[src/rtl/game_tracker_pkg.sv]
// Shared types and width helpers for the game tracker.
// Optional walk handling is enabled with GAME_TRACKER_WALK_EN.
package game_tracker_pkg;

  typedef enum logic [1:0] {
    EV_HIT  = 2'd0,
    EV_OUT  = 2'd1,
    EV_WALK = 2'd2,
    EV_RSVD = 2'd3
  } ev_type_e;

  typedef enum logic [1:0] {
    ST_PLAY   = 2'd0,
    ST_CHANGE = 2'd1,
    ST_OVER   = 2'd2
  } state_e;

  // Width holding 0..n_bases+1, the largest hit length and the largest run count.
  function automatic int unsigned len_w(input int unsigned n_bases);
    return $clog2(n_bases + 2);
  endfunction

  // Width of a counter that never reaches n (at least one bit).
  function automatic int unsigned cnt_w(input int unsigned n);
    return (n <= 2) ? 1 : $clog2(n);
  endfunction

endpackage

[src/rtl/game_tracker_if.sv]
// Play-event handshake between the play-input decoder (master) and the tracker (slave).
interface game_tracker_if #(
  parameter int unsigned N_BASES = 3
) ();

  logic                                         ev_valid;
  logic                                         ev_ready;
  game_tracker_pkg::ev_type_e                   ev_type;
  logic [game_tracker_pkg::len_w(N_BASES)-1:0]  ev_len;

  modport master (output ev_valid, ev_type, ev_len, input ev_ready);
  modport slave  (input ev_valid, ev_type, ev_len, output ev_ready);

endinterface

[src/rtl/game_tracker_runner_advance.sv]
// Combinational runner movement: next base occupancy, runs scored and illegal-event flag.
// WALK is only decoded when GAME_TRACKER_WALK_EN is defined.
module game_tracker_runner_advance
  import game_tracker_pkg::*;
#(
  parameter int unsigned N_BASES = 3
) (
  input  logic [N_BASES-1:0]          bases,
  input  ev_type_e                    ev_type,
  input  logic [len_w(N_BASES)-1:0]   ev_len,
  output logic [N_BASES-1:0]          next_bases,
  output logic [len_w(N_BASES)-1:0]   runs,
  output logic                        illegal
);

  localparam int unsigned LW = len_w(N_BASES);

`ifdef GAME_TRACKER_WALK_EN
  logic walk_found;
`endif

  always_comb begin
    next_bases = bases;
    runs       = '0;
    illegal    = 1'b0;
`ifdef GAME_TRACKER_WALK_EN
    walk_found = 1'b0;
`endif
    case (ev_type)
      EV_HIT: begin
        if (ev_len == '0 || int'(ev_len) > int'(N_BASES) + 1) begin
          illegal = 1'b1;
        end else if (int'(ev_len) == int'(N_BASES) + 1) begin
          // Home run clears the bases and scores the batter too.
          for (int i = 0; i < int'(N_BASES); i++) begin
            runs = runs + LW'(bases[i]);
          end
          runs       = runs + LW'(1);
          next_bases = '0;
        end else begin
          // Runners on the top k bases are pushed past home.
          for (int i = 0; i < int'(N_BASES); i++) begin
            if (i >= int'(N_BASES) - int'(ev_len)) begin
              runs = runs + LW'(bases[i]);
            end
          end
          next_bases = (bases << ev_len) | (N_BASES'(1) << (ev_len - LW'(1)));
        end
      end
      EV_OUT: begin
        runs = '0;
      end
`ifdef GAME_TRACKER_WALK_EN
      EV_WALK: begin
        // Forced advance fills the lowest empty base; loaded bases force one run in.
        for (int i = 0; i < int'(N_BASES); i++) begin
          if (!walk_found && !bases[i]) begin
            next_bases[i] = 1'b1;
            walk_found    = 1'b1;
          end
        end
        if (!walk_found) begin
          runs = LW'(1);
        end
      end
`endif
      default: begin
        illegal = 1'b1;
      end
    endcase
  end

endmodule

[src/rtl/game_tracker.sv]
// Game state tracker: bases, outs, half-innings and saturating scores from a play-event stream.
// Define GAME_TRACKER_WALK_EN to accept WALK events; otherwise they are rejected as illegal.
module game_tracker
  import game_tracker_pkg::*;
#(
  parameter int unsigned N_BASES         = 3,
  parameter int unsigned OUTS_PER_INNING = 3,
  parameter int unsigned INNINGS         = 9,
  parameter int unsigned SCORE_W         = 8,
  parameter int unsigned INN_W           = 5
) (
  input  logic                                clk,
  input  logic                                reset,
  game_tracker_if.slave                       ev,
  output logic [N_BASES-1:0]                  bases,
  output logic [cnt_w(OUTS_PER_INNING)-1:0]   outs,
  output logic [len_w(N_BASES)-1:0]           runs,
  output logic                                runs_valid,
  output logic [SCORE_W-1:0]                  score_away,
  output logic [SCORE_W-1:0]                  score_home,
  output logic [INN_W-1:0]                    half_inning,
  output logic                                game_over,
  output logic                                ev_err
);

  localparam int unsigned LW = len_w(N_BASES);
  localparam int unsigned OW = cnt_w(OUTS_PER_INNING);

  state_e               state;
  logic [N_BASES-1:0]   adv_bases;
  logic [LW-1:0]        adv_runs;
  logic                 adv_illegal;
  logic [SCORE_W:0]     score_sum;
  logic [SCORE_W-1:0]   score_sat;
  logic [INN_W-1:0]     half_next;
  logic                 last_out;
  logic                 game_end;

  game_tracker_runner_advance #(
    .N_BASES (N_BASES)
  ) u_advance (
    .bases      (bases),
    .ev_type    (ev.ev_type),
    .ev_len     (ev.ev_len),
    .next_bases (adv_bases),
    .runs       (adv_runs),
    .illegal    (adv_illegal)
  );

  // Batting team's score plus this event's runs, clamped at all-ones.
  always_comb begin
    score_sum = {1'b0, (half_inning[0] ? score_home : score_away)} + (SCORE_W+1)'(adv_runs);
    score_sat = score_sum[SCORE_W] ? '1 : score_sum[SCORE_W-1:0];
    half_next = (half_inning == '1) ? half_inning : half_inning + INN_W'(1);
    last_out  = (int'(outs) + 1 >= int'(OUTS_PER_INNING));
    // Regulation over, a top half about to start, and no tie.
    game_end  = (int'(half_inning) >= 2 * int'(INNINGS)) && !half_inning[0] &&
                (score_away != score_home);
  end

  always_ff @(posedge clk) begin
    if (reset) begin
      state       <= ST_PLAY;
      ev.ev_ready <= 1'b1;
      bases       <= '0;
      outs        <= '0;
      runs        <= '0;
      runs_valid  <= 1'b0;
      score_away  <= '0;
      score_home  <= '0;
      half_inning <= '0;
      game_over   <= 1'b0;
      ev_err      <= 1'b0;
    end else begin
      runs_valid <= 1'b0;
      ev_err     <= 1'b0;
      case (state)
        ST_PLAY: begin
          if (ev.ev_valid) begin
            if (adv_illegal) begin
              ev_err <= 1'b1;
            end else if (ev.ev_type == EV_OUT) begin
              runs       <= '0;
              runs_valid <= 1'b1;
              if (last_out) begin
                state       <= ST_CHANGE;
                ev.ev_ready <= 1'b0;
                bases       <= '0;
                outs        <= '0;
                half_inning <= half_next;
              end else begin
                outs <= outs + OW'(1);
              end
            end else begin
              bases      <= adv_bases;
              runs       <= adv_runs;
              runs_valid <= 1'b1;
              if (half_inning[0]) begin
                score_home <= score_sat;
              end else begin
                score_away <= score_sat;
              end
            end
          end
        end
        ST_CHANGE: begin
          if (game_end) begin
            state     <= ST_OVER;
            game_over <= 1'b1;
          end else begin
            state       <= ST_PLAY;
            ev.ev_ready <= 1'b1;
          end
        end
        default: begin
          state <= ST_OVER;
        end
      endcase
    end
  end

endmodule
[src/flat_wrapper.sv]
// flat-port wrapper written by rule: the top's interface ports become plain ports
module game_tracker_flat import game_tracker_pkg::*;
#(
  parameter int unsigned N_BASES         = 3,
  parameter int unsigned OUTS_PER_INNING = 3,
  parameter int unsigned INNINGS         = 9,
  parameter int unsigned SCORE_W         = 8,
  parameter int unsigned INN_W           = 5
)
  (clk, reset, bases, outs, runs, runs_valid, score_away, score_home, half_inning, game_over, ev_err, ev_ev_valid, ev_ev_type, ev_ev_len, ev_ev_ready);
  game_tracker_if #(.N_BASES(N_BASES)) ev_i ();
  input  logic clk;
  input  logic reset;
  output logic [N_BASES-1:0] bases;
  output logic [cnt_w(OUTS_PER_INNING)-1:0] outs;
  output logic [len_w(N_BASES)-1:0] runs;
  output logic runs_valid;
  output logic [SCORE_W-1:0] score_away;
  output logic [SCORE_W-1:0] score_home;
  output logic [INN_W-1:0] half_inning;
  output logic game_over;
  output logic ev_err;
  input wire logic [$bits(ev_i.ev_valid)-1:0] ev_ev_valid;
  input wire logic [$bits(ev_i.ev_type)-1:0] ev_ev_type;
  input wire logic [$bits(ev_i.ev_len)-1:0] ev_ev_len;
  output wire logic [$bits(ev_i.ev_ready)-1:0] ev_ev_ready;
  assign ev_i.ev_valid = ev_ev_valid;
  assign ev_i.ev_type = ev_ev_type;
  assign ev_i.ev_len = ev_ev_len;
  assign ev_ev_ready = ev_i.ev_ready;
  game_tracker #(.N_BASES(N_BASES), .OUTS_PER_INNING(OUTS_PER_INNING), .INNINGS(INNINGS), .SCORE_W(SCORE_W), .INN_W(INN_W)) u_core (.clk(clk), .reset(reset), .ev(ev_i), .bases(bases), .outs(outs), .runs(runs), .runs_valid(runs_valid), .score_away(score_away), .score_home(score_home), .half_inning(half_inning), .game_over(game_over), .ev_err(ev_err));
endmodule
[config.mk]
export PLATFORM = sky130hd
export DESIGN_NAME = game_tracker_flat
export DESIGN_NICKNAME = d
export VERILOG_FILES = /design/src/rtl/game_tracker_pkg.sv /design/src/rtl/game_tracker_if.sv /design/src/rtl/game_tracker_runner_advance.sv /design/src/rtl/game_tracker.sv /design/src/flat_wrapper.sv
export SDC_FILE = /design/constraint.sdc
export NUM_CORES = 1
export LEC_CHECK = 0
export BUFFER_PORTS_ARGS = -buffer_cell sky130_fd_sc_hd__buf_2
export CELL_PAD_IN_SITES_DETAIL_PLACEMENT = 0
export CELL_PAD_IN_SITES_GLOBAL_PLACEMENT = 2
export CORE_ASPECT_RATIO = 1.4
export CORE_UTILIZATION = 35
export CTS_CLUSTER_DIAMETER = 30
export DETAILED_ROUTE_END_ITERATION = 10
export PLACE_DENSITY = 0.91
export SETUP_SLACK_MARGIN = 0.5
export SKIP_LAST_GASP = 1
export SLEW_MARGIN = 20
export SYNTH_ARGS = -nofsm -noshare
export SYNTH_HDL_FRONTEND = slang
export SYNTH_SLANG_ARGS = --single-unit
[constraint.sdc]
create_clock -name clk -period 6.75 [get_ports clk]
set_input_delay 1.35 -clock clk [delete_from_list [all_inputs] [get_ports clk]]
set_output_delay 1.35 -clock clk [all_outputs]
set_load 0.02 [all_outputs]
Word level (Yosys, flattened, before mapping) --
Cells that the tools add are included. Widths: inputs -> output; s select.
Word-level totals: bits in registers 35, memories 0, word-level logic and storage cells 105, bits in read-only memories 0, memory bits (writable) 0, bits of input ports 8, bits in latches 0, output and inout bits 33
Operators by class: divide/modulo/power cells 0, mux-type cells 37, equal/unequal tests 12, reductions and logical operators 19, order comparisons 6, shifts and indexed selects 2, $add $sub $neg 11, bitwise logic cells 7, multiply operators 0
Operators by type and width (count):
- $mux 3 | 17
- $ge 32x3->1 const B | 1
- $reduce_and 6->1 | 3
- $mux 8 | 2
- $mux 2 | 6
- $reduce_and 5->1 | 2
- $add 8x3->9 | 1
- $mux 1 | 9
- $ne 2x1->1 const B | 4
- $ne 8x8->1 | 1
- $reduce_and 4->1 | 2
- $add 3x1->3 | 2
- $ne 2x2->1 const B | 3
- $not 1->1 | 6
- $add 5x1->5 const B | 1
- $eq 5x5->1 const B | 1
- $ge 5x5->1 const B | 1
- $eq 2x1->1 const B | 2
- $ge 1x4->1 const A | 1
- $ge 2x4->1 const A | 1
- $ge 3x4->1 const A | 1
- $logic_not 2->1 | 2
- $pmux 1 s2 | 2
- $pmux 2 s2 | 1
- 20 further kinds | 22

Depth between registers and ports, before layout --
Gate-level depths: netlist (run 1).
word-level depth 18, mapped depth 15, depth with buffers taken out 14

Hierarchy --
A second synthesis (run 1) with hierarchy kept.
Second synthesis, totals: cells, all modules 257, area, all modules 2145.8 um^2
By module, submodules not included:
- game_tracker | cells an instance 199, area an instance 1754.2 um^2, seq. area each 700.7 um^2, times used 1
- game_tracker_runner_advance | cells an instance 58, area an instance 391.6 um^2, seq. area each 0.0 um^2, times used 1

Worst setup path after synthesis (run 1) --
Ideal clock, no wire load.
path kind input port to flip-flop, start point input ev_ev_len[0], end point register u_core.score_home[3], stages 14, path slack 2.352 ns, data arrival time 4.303 ns, cells stage by stage clkbuf_1 -> a21oi_1 -> nor2_1 -> ha_1 -> and2_1 -> ha_1 -> ha_1 -> a21boi_0 -> o31ai_1 -> fa_1 -> nand2b_1 -> a222oi_1 -> nor2_1 -> a221oi_1
On the way: word-level cells in the longest chain between the ends 18
RTL lines:
- from (decl) | line flat_wrapper.sv:25 | input wire logic [$bits(ev_i.ev_len)-1:0] ev_ev_len;
- $sub 2x3->4 | line game_tracker_runner_advance.sv:43 | if (i >= int'(N_BASES) - int'(ev_len)) begin
- $ge 1x4->1 | line game_tracker_runner_advance.sv:43
- $mux 1 | line game_tracker_runner_advance.sv:43
- $mux 3 | line game_tracker_runner_advance.sv:33 | end else if (int'(ev_len) == int'(N_BASES) + 1) begin
- $mux 3 | line game_tracker_runner_advance.sv:31 | if (ev_len == '0 || int'(ev_len) > int'(N_BASES) + 1) begin
- $mux 3 | line game_tracker_runner_advance.sv:29 | case (ev_type)
- $add 3x1->3 | line game_tracker_runner_advance.sv:44 | runs = runs + LW'(bases[i]);
- $mux 3 | line game_tracker_runner_advance.sv:43
- [... 2 more ...]
- $mux 3 | line game_tracker_runner_advance.sv:29
- $add 3x1->3 | line game_tracker_runner_advance.sv:44
- $mux 3 | line game_tracker_runner_advance.sv:43
- $mux 3 | line game_tracker_runner_advance.sv:33
- $mux 3 | line game_tracker_runner_advance.sv:31
- $mux 3 | line game_tracker_runner_advance.sv:29
- $add 8x3->9 | line game_tracker.sv:52 | score_sum = {1'b0, (half_inning[0] ? score_home : score_away)} + (SCORE_W+1)'(adv_runs);
- $mux 8 | line game_tracker.sv:53 | score_sat = score_sum[SCORE_W] ? '1 : score_sum[SCORE_W-1:0];
- to (signal assigned) | line game_tracker.sv:99 | score_home <= score_sat;
- to (decl) | line game_tracker.sv:20 | output logic [SCORE_W-1:0] score_home,
Several ways; a longest one is shown, not always the timed one. The select of a mux whose other input is x is not followed. A chain may end at the register's enable or synchronous reset.

Worst setup path in the final report (run 1) --
start point input ev_ev_len[1], end point register u_core.score_home[3]
The elaborated chain is that of the path after synthesis.

==> results of run 1 <==
==> cell families (layout without fill, tap and decap cells) <==
kind of cell	Yosys count	in the layout	share of synthesized area (%)
and+or+nand+nor	98	98	25.76
AOI/OAI and AO/OA	70	70	21.56
DFF	35	35	32.28
buffers and inverters	30	69	5.245
adders and majority gates	15	15	8.991
xor gates and xnor gates	9	9	3.631
muxes	5	5	2.536
==> flip-flops by register name, summed over array words and instances (netlist names) <==
name	flops
u_core.ev_err	1
u_core.game_over	1
u_core.runs_valid	1
u_core.bases	3
u_core.runs	3
u_core.state	2
u_core.score_away	8
u_core.score_home	8
u_core.ev.ev_ready	1
u_core.half_inning	5
u_core.outs	2
==> cells in the final DEF, fill, tap and decap left out, drive strengths merged, types with 7 or more instances in the layout <==
master and count:
a211oi 9, a21oi 15, buf 41, clkbuf 7
dfxtp 35, ha 14, inv 20, nand2 13
nand3 7, nor2 22, nor2b 8, nor3 11
o21ai 16, xnor2 9
==> power breakdown <==
group	leakage [nW]	switching (mW)	internal (mW)	total, mW
logic	0.693	0.0241	0.0121	0.0362
clock network	0.0505	0.0793	0.0929	0.172
registers	0.282	0.00149	0.208	0.210
total	1.03	0.105	0.313	0.418
==> worst min path at each step <==
stage / start / to / slack [ps]
after global routing: u_core.game_over$_SDFFE_PP0P_ / u_core.game_over$_SDFFE_PP0P_ / 490
after floorplan: u_core.state[1]$_SDFFE_PP0P_ / u_core.state[1]$_SDFFE_PP0P_ / 450
after CTS: u_core.game_over$_SDFFE_PP0P_ / u_core.game_over$_SDFFE_PP0P_ / 460
after detailed placement: u_core.game_over$_SDFFE_PP0P_ / u_core.game_over$_SDFFE_PP0P_ / 440
final: u_core.game_over$_SDFFE_PP0P_ / u_core.game_over$_SDFFE_PP0P_ / 450
after global placement: u_core.game_over$_SDFFE_PP0P_ / u_core.game_over$_SDFFE_PP0P_ / 430
==> tightest hold or removal path, stage by stage (launching register included) <==
cell     delay [ps]
dfxtp_1         310
inv_1            50
a21oi_1          50
==> through the flow <==
step | utilization [%] | total power, mW | hold WS, ps | instances | area, um2
finish | 42.87 | 0.4180 | 455.0 | 371 | 2531
global route | 42.87 | 0.4356 | 486.6 | 371 | 2531
CTS | 42.87 | 0.4227 | 456.1 | 371 | 2531
detailed placement | 41.11 | 0.2505 | 443.7 | 363 | 2427
global placement | 41.11 | 0.2502 | 434.5 | 363 | 2427
floorplan | - | 0.2390 | 453.1 | 262 | 2171
==> per-layer routing <==
layer  track usage (%)  wire (um)
met3             3.589        175
met1             24.89       2521
met4             8.507        192
met5                 0          0
met2             32.84       2946
==> cell type report <==
class | instances | area share [%]
clock buffer | 7 | 3.806
clock inverter | 1 | 0.2966
inverter | 20 | 2.966
tap | 70 | 3.460
multi-input combinational | 197 | 53.58
timing repair buffer | 41 | 8.206
sequential | 35 | 27.68
==> flow_summary.yaml, run 1 <==
global_routing:
  antenna_found_initial: 0
  grt_remaining_overflow: 0
  grt_usage_pct: 19.96
  grt_pass1_wl_mm: 9.694
  grt_pass1_vias: 1982
  grt_max_degree: 33
sta:
  setup-tns-final_ps: 0
  slew_headroom_pct: 47.19
  rsz0062_at_grt: "false"
  fmax_ghz: 0.2242
  post-route-min-period_ps: 4461
  setup_ws_ps: 2289
  setup_viol: 0
  drv_slew: 0
  hold_viol: 0
  fin_worst_skew_ps: 8.898
  worst_slew_pin_slew_ps: 781.2
  period_share_pct: 66.09
worst_setup_path:
  criticalPathCategory: "input port to flop"
  crit_slowest_cell: "a222oi_1"
  required_ps: 6930
  crit_path_end: "u_core.score_home[3]$_SDFFE_PP0P_"
  critPathCaptureType: "flop"
  critical-path-top-delay-family: "simple AND/OR/NAND/NOR gates"
  r2r_slack_ps: 3250
  r2r_end: "u_core.score_home[3]$_SDFFE_PP0P_"
  reg2regPathDepth: 13
  cp_cell_sequence: "buf_2, nor2_1, ha_1, nor3_1, o21ai_0, nor2_1, ha_1, inv_1, fa_1, nand2b_1, a222oi_1, nor2_1, a221oi_1"
  reg2reg_from: "u_core.bases[0]$_SDFFE_PP0P_"
  cp.arrival_ps: 4650
  cp-startpoint: "ev_ev_len[1]"
  critPathMaxFanout: 10
  critical_path_depth: 13
  max_stage_delay_ps: 530
  cp.buffers_inverters: 2
  cp_common_cell: "nor2_1"
  start_kind: "input port"
synthesis:
  yosysUniqueCellTypes: 51
  async_flop_share_pct: 0
  synth.avg_cell_area_um2: 8.286
  yosysTopAreaCell: "dfxtp_1"
  ys_warn_count: 0
  yosys.area.top_type_share_pct: 32.28
  yosys-top-cells-count: "35 x dfxtp_1, 22 x nor2_1, 20 x inv_1"
  synthCells: 262
  yosysSeqAreaShare_pct: 32.28
  synth_edf_count: 0
  ys_ff_latch: 35
  ys.flop_type: "dfxtp_1"
  syn_area_um2: 2171
  synth.area.top_cells: "dfxtp_1 32%, ha_1 8.1%, nor2_1 3.8%"
  yosysMostFrequentCell: "dfxtp_1"
  synth_fp_nets: 285
floorplanning:
  die_area_um2: 6526
  num_rows: 33
  io_pins: 41
  die_h_um: 95.19
  start_util_pct: 36.77
  die_w_um: 68.56
  core_um2: 5904
route:
  finalWirelength_mm: 5.836
  drc: 0
  ant_nets: 0
  dr.first_iter.drc_count: 123
  vias_per_cell: 5.547
  vias: 2058
  wl_per_cell_um: 15.73
  firstDrtPassIters: 5
finish:
  drive_above_1_share_pct: 20.27
  antennaDiodeCount: 0
  nFillCells: 620
  register_area_um2: 700.7
  multiInputGateArea_um2: 1356
  area.growth.synth_to_final_pct: 16.60
  nets: 323
placed_design:
  post-dp-hpwl_mm: 4.427
  gp_congestion: 0.8069
  dp_slack_ps: 2000
  portBuffers: 40
cts:
  post_cts_buffers: 0
  cts_tree: "done"
  numCtsBuffers: 5
  clock_sinks: 35
  clk_latency_ps: 290
  clk_pin_slew_ps: 70
  cts_root_buf: "clkbuf_8"
  post_cts_resized: 0
  htree_num_levels: 2
  cts_buffer_depth: 2
  holdBufCountCts: 0
pwr:
  p_leak_nw: 1.026
  power_density_nw_per_um2: 165.1
  ir_drop_mv: 0.09726
worst_hold_path:
  hold_path_class: "flop to flop"
  hold_depth: 2
status:
  status: "complete, no violations"
flow_run:
  max_cap_viol_count: 0
(Power assumes the default switching activity.)
==> run 2: changes to the inputs <==
CORE_UTILIZATION = 29   (was 35)
PLACE_DENSITY = 0.81   (was 0.91)
clock period = 3.7 ns   (was 6.75 ns; I/O delays follow)
==> run 2 against run 1 <==
- the run now ends with DRC left
- power rose by 79%
- global-route usage fell by 3.7 points
- worst hold slack got worse by 7.5 ps
- via count rose by 1.4%
- worst setup slack got worse by 1900 ps
- combinational power rose by 120%
- cell area rose by 11%
- flip-flop and latch count did not move
- count of clock-buffer cells in the layout fell by 1
==> flow_summary.yaml, run 2 (synthesized netlist as in run 1, its figures left out) <==
global_routing:
  gr-usage-met3_pct: 2.422
  grt_pass1_vias: 2077
  grt_remaining_overflow: 0
  grt_use_met1_pct: 18.77
  antenna_found_initial: 0
  use_met2_pct: 27.67
  grt_usage_pct: 16.28
  grt-busiest-layer: "met2"
  grt_max_degree: 33
  grt_pass1_wl_mm: 9.873
floorplanning:
  die_area_um2: 7840
  io_pins: 41
  num_rows: 37
  start_util_pct: 29.68
  die_w_um: 75.12
  core_um2: 7315
  die_h_um: 104.4
pwr:
  ir_drop_mv: 0.1373
  p_switching_mw: 0.1930
  power_density_nw_per_um2: 267.6
  p_clk_share_pct: 38.4
  power_frac_seq_pct: 51.0
  power_frac_comb_pct: 10.6
  swShare_pct: 25.75
  intPower_mw: 0.5566
  p_leak_nw: 1.108
route:
  vias_per_cell: 5.078
  firstDrtPassIters: 7
  vias: 2087
  wl_per_cell_um: 14.83
  drc: 1
  finalWirelength_mm: 6.094
  ant_nets: 0
  dr.first_iter.drc_count: 61
status:
  status: "complete, but fails checks"
  violations: "DRC"
sta:
  rsz0062_at_grt: "true"
  setup_viol: 0
  period_share_pct: 89.01
  fmax_ghz: 0.3036
  hold_viol: 0
  worst_slew_pin_slew_ps: 822.7
  setup_ws_ps: 406.5
  drv_slew: 0
  fin_worst_skew_ps: 2.448
  slew_headroom_pct: 44.38
  post-route-min-period_ps: 3294
placed_design:
  portBuffers: 40
  dp_slack_ps: -17.39
  post-dp-hpwl_mm: 4.513
  gp_congestion: 0.8429
finish:
  antennaDiodeCount: 0
  area.growth.synth_to_final_pct: 29.05
  nets: 337
  fin_util_pct: 38.30
  layout_common_cells: "37 x buf_2, 35 x dfxtp_1, 20 x nor2_1"
  largestRegisters: "u_core.score_away: 8 flops, u_core.score_home: 8 flops, u_core.half_inning: 5 flops"
  final_common_cell: "buf_2"
  drive_above_1_share_pct: 30.25
cts:
  cts_tree: "done"
  htree_num_levels: 2
  clock_sinks: 35
  cts_root_buf: "clkbuf_8"
  clk_latency_ps: 280
  numCtsBuffers: 5
  cts_buffer_depth: 2
  clk_pin_slew_ps: 70
  holdBufCountCts: 0
worst_setup_path:
  required_ps: 3900
  critPathMaxFanout: 5
  start_kind: "input port"
  criticalPathCategory: "input port to flop"
  critPathCaptureType: "flop"
  cp.arrival_ps: 3490
worst_hold_path:
  hold_path_class: "flop to flop"
flow_run:
  max_cap_viol_count: 0
==> run 2: changes by cell type in the layout (fill, tap and decap cells not counted), moves of 3 or more <==
cell | previous run | this run
a221oi_1 | 5 | 2
buf_4 | 1 | 15
o21ai_0 | 16 | 12
buf_2 | 40 | 37
o21ai_1 | 0 | 3
==> run 2: worst max-delay path, cell delays in order <==
cell,delay (ps)
buf_8,100
a21oi_2,110
nor2_1,50
ha_1,280
and2_4,150
ha_4,150
ha_1,270
a21boi_4,190
o31ai_4,90
fa_2,360
nand2b_4,150
a222oi_1,320
buf_4,210
o21ai_1,80
a221oi_2,230
==> run 2: stage by stage <==
stage	cells	hold WS (ps)	cell area (um2)	setup TNS, ps	total power, mW
detailed placement	399	436.6	2580	-18.28	0.4639
finish	411	447.5	2801	0	0.7496
floorplan	262	453.1	2253	0	0.4417
global placement	399	434.1	2580	0	0.4640
global route	411	469.4	2801	0	0.7884
CTS	409	448.8	2776	0	0.7630
==> run 2: final cells by class <==
class                           instances  area, um2
Multi-Input combinational cell        197       1481
Inverter                               20      75.07
Tap cell                               97      121.4
Clock buffer                            6      82.58
Sequential cell                        35      700.7
Clock inverter                          1      5.005
Fill cell                             802       4513
Timing Repair Buffer                   55      335.3
==> run 2: path summary, 6_finish.rpt <==
kind	from	endpoint	slack, ps	cells after the start
setup reg to reg	u_core.bases[0]$_SDFFE_PP0P_	u_core.score_away[3]$_SDFFE_PP0P_	610	14
hold / removal	u_core.game_over$_SDFFE_PP0P_	u_core.game_over$_SDFFE_PP0P_	450	2
hold reg to reg	u_core.game_over$_SDFFE_PP0P_	u_core.game_over$_SDFFE_PP0P_	450	2
setup / recovery	ev_ev_len[0]	u_core.score_away[3]$_SDFFE_PP0P_	410	15
==> run 2: power by group through the flow <==
stage | logic (mW) | registers, mW | clock network (mW)
after floorplan | 0.0466 | 0.395 | 0
after global placement | 0.0727 | 0.391 | 0
after detailed placement | 0.0725 | 0.391 | 0
after CTS | 0.0793 | 0.383 | 0.301
after global routing | 0.0868 | 0.383 | 0.319
final | 0.0794 | 0.383 | 0.288
==> run 2: repair_timing <==
item                                    in CTS  in global routing
pin swaps                                   22                 10
gates resized for setup                     19                  3
setup buffers                                3                  2
endpoints found under the setup margin      16                 16
==> run 2: routing by layer <==
layer / vias up / wire [um]
li1: 1059 / -
met3: 17 / 195
met1: 962 / 2645
met4: 0 / 250
met2: 49 / 3002
met5: - / 0
